File: src/rtl/instr_fetch_unit.sv
// Instruction fetch unit: single-outstanding imem requester feeding a small in-order instruction buffer.
// Build option FETCH_MISALIGN_CHK_EN: misaligned redirects raise sticky misalign_err instead of being masked.
//
// state | meaning
// IDLE  | no request: buffer plus in-flight is full, or parked on a misaligned redirect
// REQ   | imem_req asserted at fetch_pc, waiting for gnt
// WAIT  | one request outstanding, its response is written to the buffer tail
// DROP  | one request outstanding whose response belongs to a squashed path
module instr_fetch_unit #(
   parameter logic [31:0] RESET_PC  = 32'h0000_0000,
   parameter int          BUF_DEPTH = 2
) (
   input  logic        clk,
   input  logic        rst_n,
   input  logic        redirect_valid,
   input  logic [31:0] redirect_pc,
   output logic        imem_req,
   output logic [31:0] imem_addr,
   input  logic        imem_gnt,
   input  logic        imem_rvalid,
   input  logic [31:0] imem_rdata,
   output logic [31:0] Instr,
   output logic [31:0] PC,
   output logic [31:0] PCPlus4,
   output logic        instr_valid,
   input  logic        instr_ready,
   output logic        misalign_err
);
   localparam int PTR_W = $clog2(BUF_DEPTH);
   localparam logic [PTR_W:0]   DEPTH_C = (PTR_W+1)'(BUF_DEPTH);
   localparam logic [PTR_W:0]   CNT_ONE = (PTR_W+1)'(1);
   localparam logic [PTR_W-1:0] PTR_ONE = PTR_W'(1);
`ifdef FETCH_MISALIGN_CHK_EN
   localparam logic CHK_EN = 1'b1;
`else
   localparam logic CHK_EN = 1'b0;
`endif

   typedef enum logic [1:0] {IDLE, REQ, WAIT, DROP} state_t;

   state_t           state_q, state_d;
   logic [31:0]      fetch_pc_q, fetch_pc_d;
   logic [31:0]      buf_instr_q [BUF_DEPTH];
   logic [31:0]      buf_instr_d [BUF_DEPTH];
   logic [31:0]      buf_pc_q    [BUF_DEPTH];
   logic [31:0]      buf_pc_d    [BUF_DEPTH];
   logic [PTR_W-1:0] head_q, head_d, tail_q, tail_d;
   logic [PTR_W:0]   count_q, count_d;
   logic             misalign_q, misalign_d;

   logic             redir_bad;
   logic [31:0]      redir_pc;
   logic             deq;

   assign redir_bad = CHK_EN & (|redirect_pc[1:0]);
   assign redir_pc  = CHK_EN ? redirect_pc : {redirect_pc[31:2], 2'b00};
   assign deq       = (count_q != '0) && instr_ready;

   always_comb begin
      state_d     = state_q;
      fetch_pc_d  = fetch_pc_q;
      buf_instr_d = buf_instr_q;
      buf_pc_d    = buf_pc_q;
      head_d      = head_q;
      tail_d      = tail_q;
      count_d     = count_q;
      misalign_d  = misalign_q;
      if (redirect_valid) begin
         // Redirect wins: flush, retarget, and keep tracking any response still owed to us.
         head_d     = '0;
         tail_d     = '0;
         count_d    = '0;
         fetch_pc_d = redir_pc;
         misalign_d = redir_bad;
         case (state_q)
            IDLE:    state_d = redir_bad ? IDLE : REQ;
            REQ:     state_d = imem_gnt ? DROP : (redir_bad ? IDLE : REQ);
            WAIT:    state_d = imem_rvalid ? (redir_bad ? IDLE : REQ) : DROP;
            DROP:    state_d = imem_rvalid ? (redir_bad ? IDLE : REQ) : DROP;
            default: state_d = IDLE;
         endcase
      end else begin
         if (deq) begin
            head_d  = head_q + PTR_ONE;
            count_d = count_q - CNT_ONE;
         end
         case (state_q)
            IDLE: begin
               if (!misalign_q && (count_q < DEPTH_C)) state_d = REQ;
            end
            REQ: begin
               if (imem_gnt) begin
                  state_d    = WAIT;
                  fetch_pc_d = fetch_pc_q + 32'd4;
               end
            end
            WAIT: begin
               if (imem_rvalid) begin
                  // fetch_pc already advanced at gnt, so the entry's address is one word back.
                  buf_instr_d[tail_q] = imem_rdata;
                  buf_pc_d[tail_q]    = fetch_pc_q - 32'd4;
                  tail_d              = tail_q + PTR_ONE;
                  count_d             = count_d + CNT_ONE;
                  state_d             = (count_d < DEPTH_C) ? REQ : IDLE;
               end
            end
            DROP: begin
               if (imem_rvalid) state_d = misalign_q ? IDLE : REQ;
            end
            default: state_d = IDLE;
         endcase
      end
   end

   always_ff @(posedge clk) begin
      if (!rst_n) begin
         state_q    <= IDLE;
         fetch_pc_q <= RESET_PC;
         head_q     <= '0;
         tail_q     <= '0;
         count_q    <= '0;
         misalign_q <= 1'b0;
         for (int i = 0; i < BUF_DEPTH; i++) begin
            buf_instr_q[i] <= '0;
            buf_pc_q[i]    <= '0;
         end
      end else begin
         state_q     <= state_d;
         fetch_pc_q  <= fetch_pc_d;
         head_q      <= head_d;
         tail_q      <= tail_d;
         count_q     <= count_d;
         misalign_q  <= misalign_d;
         buf_instr_q <= buf_instr_d;
         buf_pc_q    <= buf_pc_d;
      end
   end

   assign imem_req     = (state_q == REQ);
   assign imem_addr    = fetch_pc_q;
   assign Instr        = buf_instr_q[head_q];
   assign PC           = buf_pc_q[head_q];
   assign PCPlus4      = PC + 32'd4;
   assign instr_valid  = (count_q != '0);
   assign misalign_err = misalign_q;

endmodule

File: config.mk
export PLATFORM = sky130hd
export DESIGN_NAME = instr_fetch_unit
export DESIGN_NICKNAME = d
export VERILOG_FILES = /design/src/rtl/instr_fetch_unit.sv
export SDC_FILE = /design/constraint.sdc
export NUM_CORES = 1
export LEC_CHECK = 0
export CORE_MARGIN = 1.5
export CORE_UTILIZATION = 52
export CTS_BUF_LIST = sky130_fd_sc_hd__clkbuf_4 sky130_fd_sc_hd__clkbuf_8
export DETAILED_ROUTE_END_ITERATION = 7
export HOLD_SLACK_MARGIN = 0.15
export PLACE_DENSITY = 0.83
export SYNTH_ARGS = -nofsm -noshare
export SYNTH_HDL_FRONTEND = slang
export SYNTH_SLANG_ARGS = --single-unit
File: constraint.sdc
create_clock -name clk -period 3.5 [get_ports clk]
set_clock_uncertainty 0.15 [all_clocks]
set_input_delay 0.35 -clock clk [delete_from_list [all_inputs] [get_ports clk]]
set_output_delay 0.35 -clock clk [all_outputs]
set_load 0.03 [all_outputs]
==> impl_metrics.py <==
metrics = {
    "run_status": {
        "status": "finished, final reports clean",
    },
    "die": {
        "fp.dieArea_sq_um": 16700,
        "start_util": 0.537,
        "io_pins": 201,
        "die_height_um": 129,
        "rows": 45,
        "core_area_sq_um": 15400,
        "die_w_um": 129,
    },
    "power_and_ir_drop": {
        "power_leakage_nw": 3.74,
        "power_switching_share": 0.281,
        "p_total_mw": 3.91,
        "power_frac_comb": 0.130,
        "p_int_mw": 2.81,
        "pwr-share-clk": 0.379,
        "p_sw_mw": 1.10,
        "ir_worst_vdd_mv": 0.228,
        "p_per_area_nw_per_um2": 367,
        "seq_power_share": 0.491,
    },
    "cells_and_area": {
        "drive_above_1_share": 0.119,
        "final_design_area_no_fill_sq_um": 10700,
        "seqCellArea_sq_um": 3210,
        "stdcell_count": 1386,
        "multiInputGateArea_sq_um": 4640,
        "fillers": 1246,
        "syn_to_final_growth_pct": 29.1,
        "diodes": 0,
        "nets": 1236,
    },
    "synthesis": {
        "syn_avg_cell_area_sq_um": 8.03,
        "yosys.cell_count.top_type": "nand2_1",
        "synthesis.area_sq_um": 8260,
        "ys_ff_latch": 160,
        "synthTopCellsByArea": "dfxtp_1 39%, a21oi_1 7.8%, nand2_1 7.7%, mux2_2 7.2%, xnor2_1 5.6%",
        "yosysWarningCount": 0,
        "synth-main-ff-cell": "dfxtp_1",
        "synth_top_area_share": 0.388,
        "ys_seq_area_frac": 0.388,
        "ys_types": 56,
        "yosys-top-cells-count": "170 x nand2_1, 160 x dfxtp_1, 129 x a21oi_1",
        "synth_top_area_cell": "dfxtp_1",
        "synth_edf_count": 0,
        "async_flop_share": 0,
        "syn_inst": 1029,
    },
    "placement": {
        "dp.cells": 1354,
        "portBuffers": 191,
        "place_area_sq_um": 10200,
        "place_hpwl_um": 15000,
        "routabilityCongestion": 0.851,
    },
    "clock_network": {
        "root_buffer": "clkbuf_8",
        "cts.clk_slew.worst_paths_ps": 90,
        "htree_levels": 4,
        "cts_buffers": 17,
        "hold_buffers": 0,
        "clk_latency_ps": 450,
        "numClockSinks": 160,
        "cts_tree": "done",
        "cts_setup_buffers": 0,
        "ctsLongestPathBuffers": 2,
    },
    "hold_path": {
        "min_path_cells": 2,
        "worstHoldPathType": "flop to flop",
        "min_from": "buf_instr_q[1]",
        "hold_end": "buf_instr_q[1]",
    },
    "worst_setup_path": {
        "critPathMaxStageDelay_ps": 560,
        "crit_chain": "buf_6 > nand4_1 > a21boi_0 > and2_1 > nand4_1 > xnor2_4 > buf_4",
        "required_ps": 3000,
        "reg2reg_to": "buf_pc_q[50]",
        "start_kind": "flop",
        "ff2ff_path_depth": 7,
        "crit_fanout": 33,
        "r2r_start": "imem_addr[2]",
        "worstPathArrival_ps": 2760,
        "cp_common_cell": "nand4_1",
        "worst_path_dominant_cell_family": "simple AND/OR/NAND/NOR gates",
        "critPathKind": "flop to output pin",
        "cpMaxStageDelayCell": "dfxtp_4",
        "reg2reg_slack_ps": 870,
        "path_buf_inv": 2,
        "end_kind": "output pin",
    },
    "route": {
        "route.detailed.drc": 0,
        "drt_iter0_drc": 631,
        "wirelength_um": 21600,
        "vias": 7641,
        "wl_per_cell_um": 15.6,
        "dr.pass1.iters": 5,
        "drtAntennaViolNets": 0,
        "vias_per_cell": 5.51,
    },
    "sta": {
        "grt_setup_unrepaired": "false",
        "tns_ps": 0,
        "finalSetupViolCount": 0,
        "slew_headroom": 0.456,
        "period_needed_ps": 3260,
        "hold_viol_final": 0,
        "tightestPinTransition_ps": 816,
        "drv_slew": 0,
        "post-route-period-util": 0.933,
        "clock.fmax_mhz": 306,
    },
    "grt": {
        "first_global_vias": 6907,
        "grt_antenna_before_repair": 0,
        "grt_pass1_wl_um": 34500,
        "grt_max_degree": 94,
        "grt-ovfl-total": 0,
        "grtUsageTotal": 0.259,
    },
    "job": {
        "drv_cap": 0,
    },
}
what timing repair did:
action	CTS	global route
hold endpoints to repair	0	0
setup endpoints to repair	0	7
resized for setup	0	4
cell type report:
class                           instances  area share
Multi-Input combinational cell        763       0.435
Sequential cell                       160       0.301
Timing Repair Buffer                  202       0.192
Tap cell                              211      0.0248
Clock buffer                           17      0.0219
Clock inverter                         15      0.0187
Inverter                               18     0.00634
tightest hold or removal path, cell delays in order, from the launching register on:
cell and delay [ps]:
dfxtp_1 320, nand2_1 50, a21oi_1 50
power groups by stage:
stage / registers, mW / clock network, mW / logic (mW)
after floorplan: 1.97 / 0 / 0.298
after global placement: 1.96 / 0 / 0.500
after detailed placement: 1.96 / 0 / 0.506
after CTS: 1.92 / 1.50 / 0.509
after global routing: 1.93 / 1.59 / 0.545
final: 1.92 / 1.48 / 0.510
through the flow:
step | utilization | setup slack (ps) | hold WS (ps)
4_1_cts | 0.693 | 88.3 | 287
5_1_grt | 0.694 | 27.4 | 314
6_report | 0.694 | 236 | 304
3_3_place_gp | 0.665 | 622 | 288
2_1_floorplan | - | 27.2 | 283
3_5_place_dp | 0.665 | 591 | 296
worst max-delay path by stage:
stage	to	startpoint	depth (start not counted)	slack, ps
2_1_floorplan	PCPlus4[26]	head_q	12	30
3_3_place_gp	PCPlus4[31]	head_q	6	620
3_5_place_dp	PCPlus4[31]	head_q	6	590
4_1_cts	PCPlus4[31]	head_q	6	90
5_1_grt	PCPlus4[26]	head_q	7	30
6_report	PCPlus4[26]	head_q	7	240
logic make-up (layout without fill, tap and decap cells):
logic type      after synthesis  after routing  synth area share
xor+xnor                     85             85            0.0901
other cells                   1              7          0.000454
buf+inv                     112            252            0.0630
flops                       160            160             0.388
fa+ha+maj                     4              4           0.00606
mux                          64             64            0.0856
compound gates              239            239             0.157
simple gates                364            364             0.210
placed cells by master (no fill, tap or decap), types with 17 or more instances in the layout:
master and count:
buf_4 22, nand2_1 170, a211oi_1 25, nor2_1 56
a21oi_1 129, clkdlybuf4s50_1 171, xor2_1 31, nand3_1 37
xnor2_1 48, dfxtp_1 159, nand4_1 21, clkbuf_8 17
o21ai_0 65, mux2_2 53
sequential cells by signal (all words and copies together), names as in the netlist:
| signal | cells |
|---|---|
| buf_instr_q | 64 |
| buf_pc_q | 60 |
| count_q | 2 |
| head_q | 1 |
| imem_addr | 30 |
| state_q | 2 |
| tail_q | 1 |
per-layer routing:
layer / routed length, um / vias to the layer above / global-route usage / part of all wire
li1: - / 3809 / - / -
met1: 10000 / 3533 / 0.361 / 0.46
met2: 9730 / 267 / 0.401 / 0.45
met3: 1280 / 32 / 0.0467 / 0.059
met4: 559 / 0 / 0.0978 / 0.026
met5: 0 / - / 0 / 0
Power figures use the tool's default switching activity.
